[config.mk]
export PLATFORM = sky130hd
export DESIGN_NAME = lcd_frame_refresh
export DESIGN_NICKNAME = d
export VERILOG_FILES = /design/src/rtl/lcd_frame_refresh.sv
export SDC_FILE = /design/constraint.sdc
export NUM_CORES = 1
export LEC_CHECK = 0
export ABC_CLOCK_PERIOD_IN_PS = 2000
export BUFFER_PORTS_ARGS = -buffer_cell sky130_fd_sc_hd__buf_2
export CORE_UTILIZATION = 30
export DETAILED_ROUTE_END_ITERATION = 7
export SYNTH_ARGS = -nofsm -noshare
export SYNTH_HDL_FRONTEND = slang
export SYNTH_SLANG_ARGS = --single-unit
[constraint.sdc]
create_clock -name clk -period 2 [get_ports clk]
set_input_delay 0.1 -clock clk [delete_from_list [all_inputs] [get_ports clk]]
set_output_delay 0.1 -clock clk [all_outputs]
set_load 0.05 [all_outputs]
[src/rtl/lcd_frame_refresh.sv]
// Frame-buffer refresher feeding the hd44780 I2C character-LCD driver.
// Optional LCD_DIRTY_SKIP_EN: rows untouched since their last paint are skipped.
module lcd_frame_refresh #(
    parameter int COLS           = 20,
    parameter int ROWS           = 4,
    parameter int POWERUP_CYCLES = 100_000_000,
    parameter int HS_TIMEOUT     = 1_000_000
) (
    input  logic       clk,
    input  logic       rst_n,
    input  logic       wr_en,
    input  logic [1:0] wr_row,
    input  logic [4:0] wr_col,
    input  logic [7:0] wr_data,
    output logic [1:0] lcd_cmd,
    output logic [8:0] lcd_vchr,
    input  logic       lcd_busy,
    output logic       ready,
    output logic       frame_done,
    output logic       timeout_err
);

    localparam logic [1:0]  CMD_IDLE  = 2'd0;
    localparam logic [1:0]  CMD_INIT  = 2'd1;
    localparam logic [1:0]  CMD_WRITE = 2'd2;

    localparam logic [31:0] PWR_LAST  = 32'(POWERUP_CYCLES - 1);
    localparam logic [31:0] TO_LAST   = 32'(HS_TIMEOUT - 1);
    localparam logic [1:0]  ROW_LAST  = 2'(ROWS - 1);
    localparam logic [4:0]  COL_LAST  = 5'(COLS - 1);
    localparam logic [2:0]  ROW_LIMIT = 3'(ROWS);
    localparam logic [5:0]  COL_LIMIT = 6'(COLS);

    typedef enum logic [2:0] {
        PWR_WAIT,
        INIT_REQ,
        INIT_WAIT,
        ROW_ADDR,
        CHAR,
        REQ,
        DONE_WAIT
    } state_t;

    state_t      state;
    state_t      state_next;

    logic [7:0]  cells [ROWS][COLS];
    logic [31:0] cnt;
    logic [1:0]  row;
    logic [4:0]  col;
    logic        last_addr;
    logic        wr_ok;
    logic        cnt_hit;
    logic        hs_timeout;
    logic        row_clean;
    logic        row_end;
    logic        frame_wrap;

    function automatic logic [7:0] row_base(input logic [1:0] r);
        case (r)
            2'd0:    return 8'h00;
            2'd1:    return 8'h40;
            2'd2:    return 8'h14;
            default: return 8'h54;
        endcase
    endfunction

    assign wr_ok   = wr_en && ({1'b0, wr_row} < ROW_LIMIT) && ({1'b0, wr_col} < COL_LIMIT);
    assign cnt_hit = (cnt == TO_LAST);

`ifdef LCD_DIRTY_SKIP_EN
    logic [ROWS-1:0] dirty;
    assign row_clean = !dirty[row];
`else
    assign row_clean = 1'b0;
`endif

    // A timeout only fires while the handshake is actually stalled.
    always_comb begin
        hs_timeout = 1'b0;
        case (state)
            INIT_REQ:  hs_timeout = cnt_hit && !lcd_busy;
            INIT_WAIT: hs_timeout = cnt_hit && lcd_busy;
            REQ:       hs_timeout = cnt_hit && !lcd_busy;
            DONE_WAIT: hs_timeout = cnt_hit && lcd_busy;
            default:   hs_timeout = 1'b0;
        endcase
    end

    assign row_end    = (state == DONE_WAIT) && !lcd_busy && !last_addr && (col == COL_LAST);
    assign frame_wrap = (row_end || ((state == ROW_ADDR) && row_clean)) && (row == ROW_LAST);

    always_ff @(posedge clk or negedge rst_n) begin
        if (!rst_n) begin
            state <= PWR_WAIT;
        end else begin
            state <= state_next;
        end
    end

    always_comb begin
        state_next = state;
        case (state)
            PWR_WAIT: begin
                if (cnt == PWR_LAST) state_next = INIT_REQ;
            end
            INIT_REQ: begin
                if (lcd_busy) state_next = INIT_WAIT;
            end
            INIT_WAIT: begin
                if (!lcd_busy)      state_next = ROW_ADDR;
                else if (hs_timeout) state_next = INIT_REQ;
            end
            ROW_ADDR: begin
                state_next = row_clean ? ROW_ADDR : REQ;
            end
            CHAR: begin
                state_next = REQ;
            end
            REQ: begin
                if (lcd_busy)        state_next = DONE_WAIT;
                else if (hs_timeout) state_next = ROW_ADDR;
            end
            DONE_WAIT: begin
                if (!lcd_busy)       state_next = (last_addr || (col != COL_LAST)) ? CHAR : ROW_ADDR;
                else if (hs_timeout) state_next = ROW_ADDR;
            end
            default: state_next = PWR_WAIT;
        endcase
    end

    always_comb begin
        lcd_cmd = CMD_IDLE;
        case (state)
            INIT_REQ: lcd_cmd = CMD_INIT;
            REQ:      lcd_cmd = CMD_WRITE;
            default:  lcd_cmd = CMD_IDLE;
        endcase
    end

    // One counter serves both the power-up delay and the handshake watchdog.
    always_ff @(posedge clk or negedge rst_n) begin
        if (!rst_n) begin
            cnt <= '0;
        end else if ((state_next != state) || hs_timeout) begin
            cnt <= '0;
        end else begin
            cnt <= cnt + 32'd1;
        end
    end

    always_ff @(posedge clk or negedge rst_n) begin
        if (!rst_n) begin
            for (int r = 0; r < ROWS; r++) begin
                for (int c = 0; c < COLS; c++) begin
                    cells[r][c] <= 8'h20;
                end
            end
        end else if (wr_ok) begin
            cells[wr_row][wr_col] <= wr_data;
        end
    end

    always_ff @(posedge clk or negedge rst_n) begin
        if (!rst_n) begin
            lcd_vchr    <= '0;
            row         <= '0;
            col         <= '0;
            last_addr   <= 1'b0;
            ready       <= 1'b0;
            frame_done  <= 1'b0;
            timeout_err <= 1'b0;
        end else begin
            frame_done <= frame_wrap;
            if (hs_timeout) timeout_err <= 1'b1;
            case (state)
                INIT_WAIT: begin
                    if (!lcd_busy) ready <= 1'b1;
                end
                ROW_ADDR: begin
                    if (row_clean) begin
                        row <= (row == ROW_LAST) ? 2'd0 : row + 2'd1;
                    end else begin
                        lcd_vchr  <= {1'b1, 8'h80 | row_base(row)};
                        last_addr <= 1'b1;
                        col       <= '0;
                    end
                end
                CHAR: begin
                    lcd_vchr  <= {1'b0, cells[row][col]};
                    last_addr <= 1'b0;
                end
                REQ: begin
                    if (hs_timeout) col <= '0;
                end
                DONE_WAIT: begin
                    if (!lcd_busy) begin
                        if (last_addr) begin
                            col <= '0;
                        end else if (col != COL_LAST) begin
                            col <= col + 5'd1;
                        end else begin
                            col <= '0;
                            row <= (row == ROW_LAST) ? 2'd0 : row + 2'd1;
                        end
                    end else if (hs_timeout) begin
                        col <= '0;
                    end
                end
                default: ;
            endcase
        end
    end

`ifdef LCD_DIRTY_SKIP_EN
    // Host writes take priority so a write landing mid-paint forces a repaint next pass.
    always_ff @(posedge clk or negedge rst_n) begin
        if (!rst_n) begin
            dirty <= '1;
        end else begin
            if ((state == ROW_ADDR) && !row_clean) dirty[row] <= 1'b0;
            if (((state == REQ) || (state == DONE_WAIT)) && hs_timeout) dirty[row] <= 1'b1;
            if (wr_ok) dirty[wr_row] <= 1'b1;
        end
    end
`endif

endmodule

==> results.sh <==
export IMPL_status="complete, but fails checks"
export IMPL_violations="setup timing"
export IMPL_reg2reg_slack_ns=-0.45
export IMPL_grt_start_max_net_pins=92
export IMPL_slew_violations=0
export IMPL_vias=20810
export IMPL_cts_tree="yes"
export IMPL_grt_total_usage_pct=16.35
export IMPL_dpl_hpwl_um=59400
export IMPL_cp_max_fo=6
export IMPL_worstPathArrival_ns=2.95
export IMPL_syn_inst=2256
export IMPL_ys_flop_type="dfrtp_1"
export IMPL_pin_count=33
export IMPL_period_share_pct=122.5
export IMPL_cts_root_buffer="clkbuf_16"
export IMPL_rows=120
export IMPL_post_dp_cell_area_mm2=0.03687
export IMPL_antenna_found_initial=2
export IMPL_finalClockSkew_ns=0.03568
export IMPL_avgRoutedWirePerCell_um=22.37
export IMPL_cts_htree_levels=3
export IMPL_die_area_mm2=0.1105
export IMPL_drive_gt1_share_pct=56.68
export IMPL_worst_pin_slew_ns=1.056
export IMPL_hold_class="input port to async pin"
export IMPL_fillCellCount=10010
export IMPL_worst_r2r_endpoint="cnt[17]$_DFF_PN0_"
export IMPL_max_slew_margin_pct=29.61
export IMPL_setup_violations=44
export IMPL_fin_ws_ns=-0.4495
export IMPL_setup_worst_path_start_class="register"
export IMPL_drc=0
export IMPL_end_kind="register"
export IMPL_crit_required_ns=2.50
export IMPL_path_clk_slew_ns=0.06
export IMPL_final_cell_mix="643 x mux2_2, 608 x dfrtp_1, 272 x buf_4"
export IMPL_worstSkewPairLatency_ns=0.64
export IMPL_drtPass1Iterations=5
export IMPL_final_util_pct=37.41
export IMPL_fin_area_mm2=0.04027
export IMPL_mostFrequentLayoutCell="mux2_2"
export IMPL_cts_made_buffers=78
export IMPL_synthArstFlopShare_pct=100.0
export IMPL_min_period_ns=2.449
export IMPL_nets=2578
export IMPL_overflow=0
export IMPL_syn_area_mm2=0.03275
export IMPL_die_w_um=332.4
export IMPL_p_leak_nw=17.86
export IMPL_initial_core_util_pct=30.42
export IMPL_finalHoldViolCount=0
export IMPL_syn2layout_area_growth_pct=22.98
export IMPL_power_density_mw_per_mm2=911.7
export IMPL_synth_edff_count=0
export IMPL_ys_seq_area_share_pct=53.34
export IMPL_die_h_um=332.4
export IMPL_ys_ff_latch=694
export IMPL_vdd_drop_max_v=0.0006070
export IMPL_grt_pass1_vias=22410
export IMPL_path_class="register to register"
export IMPL_numPortBuffers=32
export IMPL_numClockSinks=694
export IMPL_reg2reg_from="cnt[26]$_DFF_PN0_"
export IMPL_reg2regPathDepth=8
export IMPL_dr_first_iter_drc_count=1459
export IMPL_whs_ns=0.01354
export IMPL_routed_wl_um=89970
export IMPL_cap_violations=0
export IMPL_vias_per_cell=5.173
export IMPL_ys_types=75
export IMPL_syn_num_nets=2280
export IMPL_core_area_mm2=0.1077
export IMPL_grt_pass1_wl_um=140300
export IMPL_fmax_ghz=0.4082
export IMPL_cts_buffer_depth=3
export IMPL_antenna_left=0
export IMPL_syn_area_per_cell_um2=14.52
export IMPL_rsz0062_at_grt="yes"
export IMPL_yosysWarningCount=0
export IMPL_gp_congestion=0.9144
-- Yosys cell counts (all sizes together) (6+ instances only) --
cell type | instances | area [um^2]
mux4 | 142 | 3288
nand2 | 56 | 210.2
o22ai | 11 | 68.82
dfrtp | 614 | 15360
nor2 | 107 | 446.7
dfstp | 80 | 2102
nor2b | 9 | 56.30
a211oi | 7 | 52.55
clkbuf | 98 | 371.6
inv | 12 | 45.04
xor2 | 6 | 52.55
o21ai | 39 | 198.9
and3 | 7 | 43.79
nand4 | 14 | 87.58
nand2b | 10 | 62.56
mux2 | 643 | 7241
mux2i | 76 | 760.7
a221oi | 10 | 93.84
xnor2 | 25 | 219.0
or2 | 11 | 68.81
a21oi | 44 | 220.2
nand3 | 33 | 170.2
o211ai | 8 | 65.06
nor3 | 48 | 245.2
o221ai | 12 | 105.1
buf | 64 | 524.3
nor4 | 6 | 50.04
-- flip-flops by register name, indices dropped and copies added, names as in the netlist --
| register | cells |
|---|---|
| lcd_vchr | 9 |
| timeout_err | 1 |
| cnt | 32 |
| cells | 640 |
| state | 3 |
| frame_done | 1 |
| col | 5 |
| row | 2 |
| ready | 1 |
-- how the worst max path moves through the flow --
stage	from	endpoint	slack, ns	cells past startpoint
final	cnt[26]$_DFF_PN0_	cnt[17]$_DFF_PN0_	-0.45	8
after CTS	row[0]$_DFFE_PN0P_	lcd_vchr[6]$_DFFE_PN0P_	-0.41	10
after global placement	row[0]$_DFFE_PN0P_	lcd_vchr[0]$_DFFE_PN0P_	-0.68	7
after global routing	cnt[26]$_DFF_PN0_	cnt[17]$_DFF_PN0_	-0.50	8
after floorplan	row[0]$_DFFE_PN0P_	lcd_vchr[2]$_DFFE_PN0P_	-0.16	7
after detailed placement	row[0]$_DFFE_PN0P_	lcd_vchr[0]$_DFFE_PN0P_	-0.71	7
-- per-stage QoR --
stage,TNS (ns),std cells,total power [mW],setup WS (ns)
2_1_floorplan,-0.8537,2256,19.08,-0.1562
3_3_place_gp,-22.95,3856,21.67,-0.6773
3_5_place_dp,-25.68,3856,21.85,-0.7134
4_1_cts,-11.71,4012,36.35,-0.4111
5_1_grt,-18.88,4021,38.18,-0.4998
6_report,-16.25,4022,36.72,-0.4495
-- repair_timing --
action,4_1_cts,5_1_grt
endpoints found under the hold margin,622,0
resized for setup,69,87
hold buffers,2,0
setup buffers,8,8
endpoints found under the setup margin,50,50
cloned,2,4
pin swaps,4,36
-- area by class of cell --
cell class | instances | area, um^2 | share of cell area (%)
Sequential cell | 694 | 17480 | 43.40
Multi-Input combinational cell | 1388 | 14860 | 36.89
Timing Repair Buffer | 380 | 3591 | 8.916
Clock buffer | 120 | 2311 | 5.738
Tap cell | 1403 | 1755 | 4.359
Clock inverter | 24 | 232.7 | 0.5779
Inverter | 12 | 45.04 | 0.1118
Antenna cell | 1 | 2.502 | 0.006213
-- where the power goes --
part / internal, mW / total (mW) / leakage (nW) / switching, mW
registers: 15.1 / 15.8 / 9.23 / 0.678
logic: 2.86 / 6.78 / 7.37 / 3.92
clock network: 8.37 / 14.2 / 1.26 / 5.82
-- routing by layer --
layer | share of wire, % | vias up | track usage (%)
li1 | - | 8977 | -
met3 | 6.2 | 145 | 3.486
met2 | 48 | 528 | 26.54
met4 | 2.6 | 4 | 5.250
met1 | 43 | 11150 | 21.71
met5 | 0.041 | - | 0
-- kinds of logic after synthesis --
logic type / count (synthesis) / synth area share (%)
multiplexers: 861 / 34.47
flip-flops: 694 / 53.34
AND/OR/NAND/NOR: 328 / 5.051
buffers and inverters: 174 / 2.873
AO/OA/AOI/OAI: 163 / 3.244
XOR/XNOR: 31 / 0.8291
adder cells (fa/ha/maj): 5 / 0.1910
-- worst max-delay path, stage by stage (launching register included) --
cell	delay, ns
dfrtp_1	0.38
nor4_2	0.32
nand4_1	0.16
buf_4	0.20
or3_4	0.42
a211o_1	0.33
o211ai_4	0.22
clkbuf_16	0.26
nor3_4	0.03
Power figures use the tool's default switching activity.
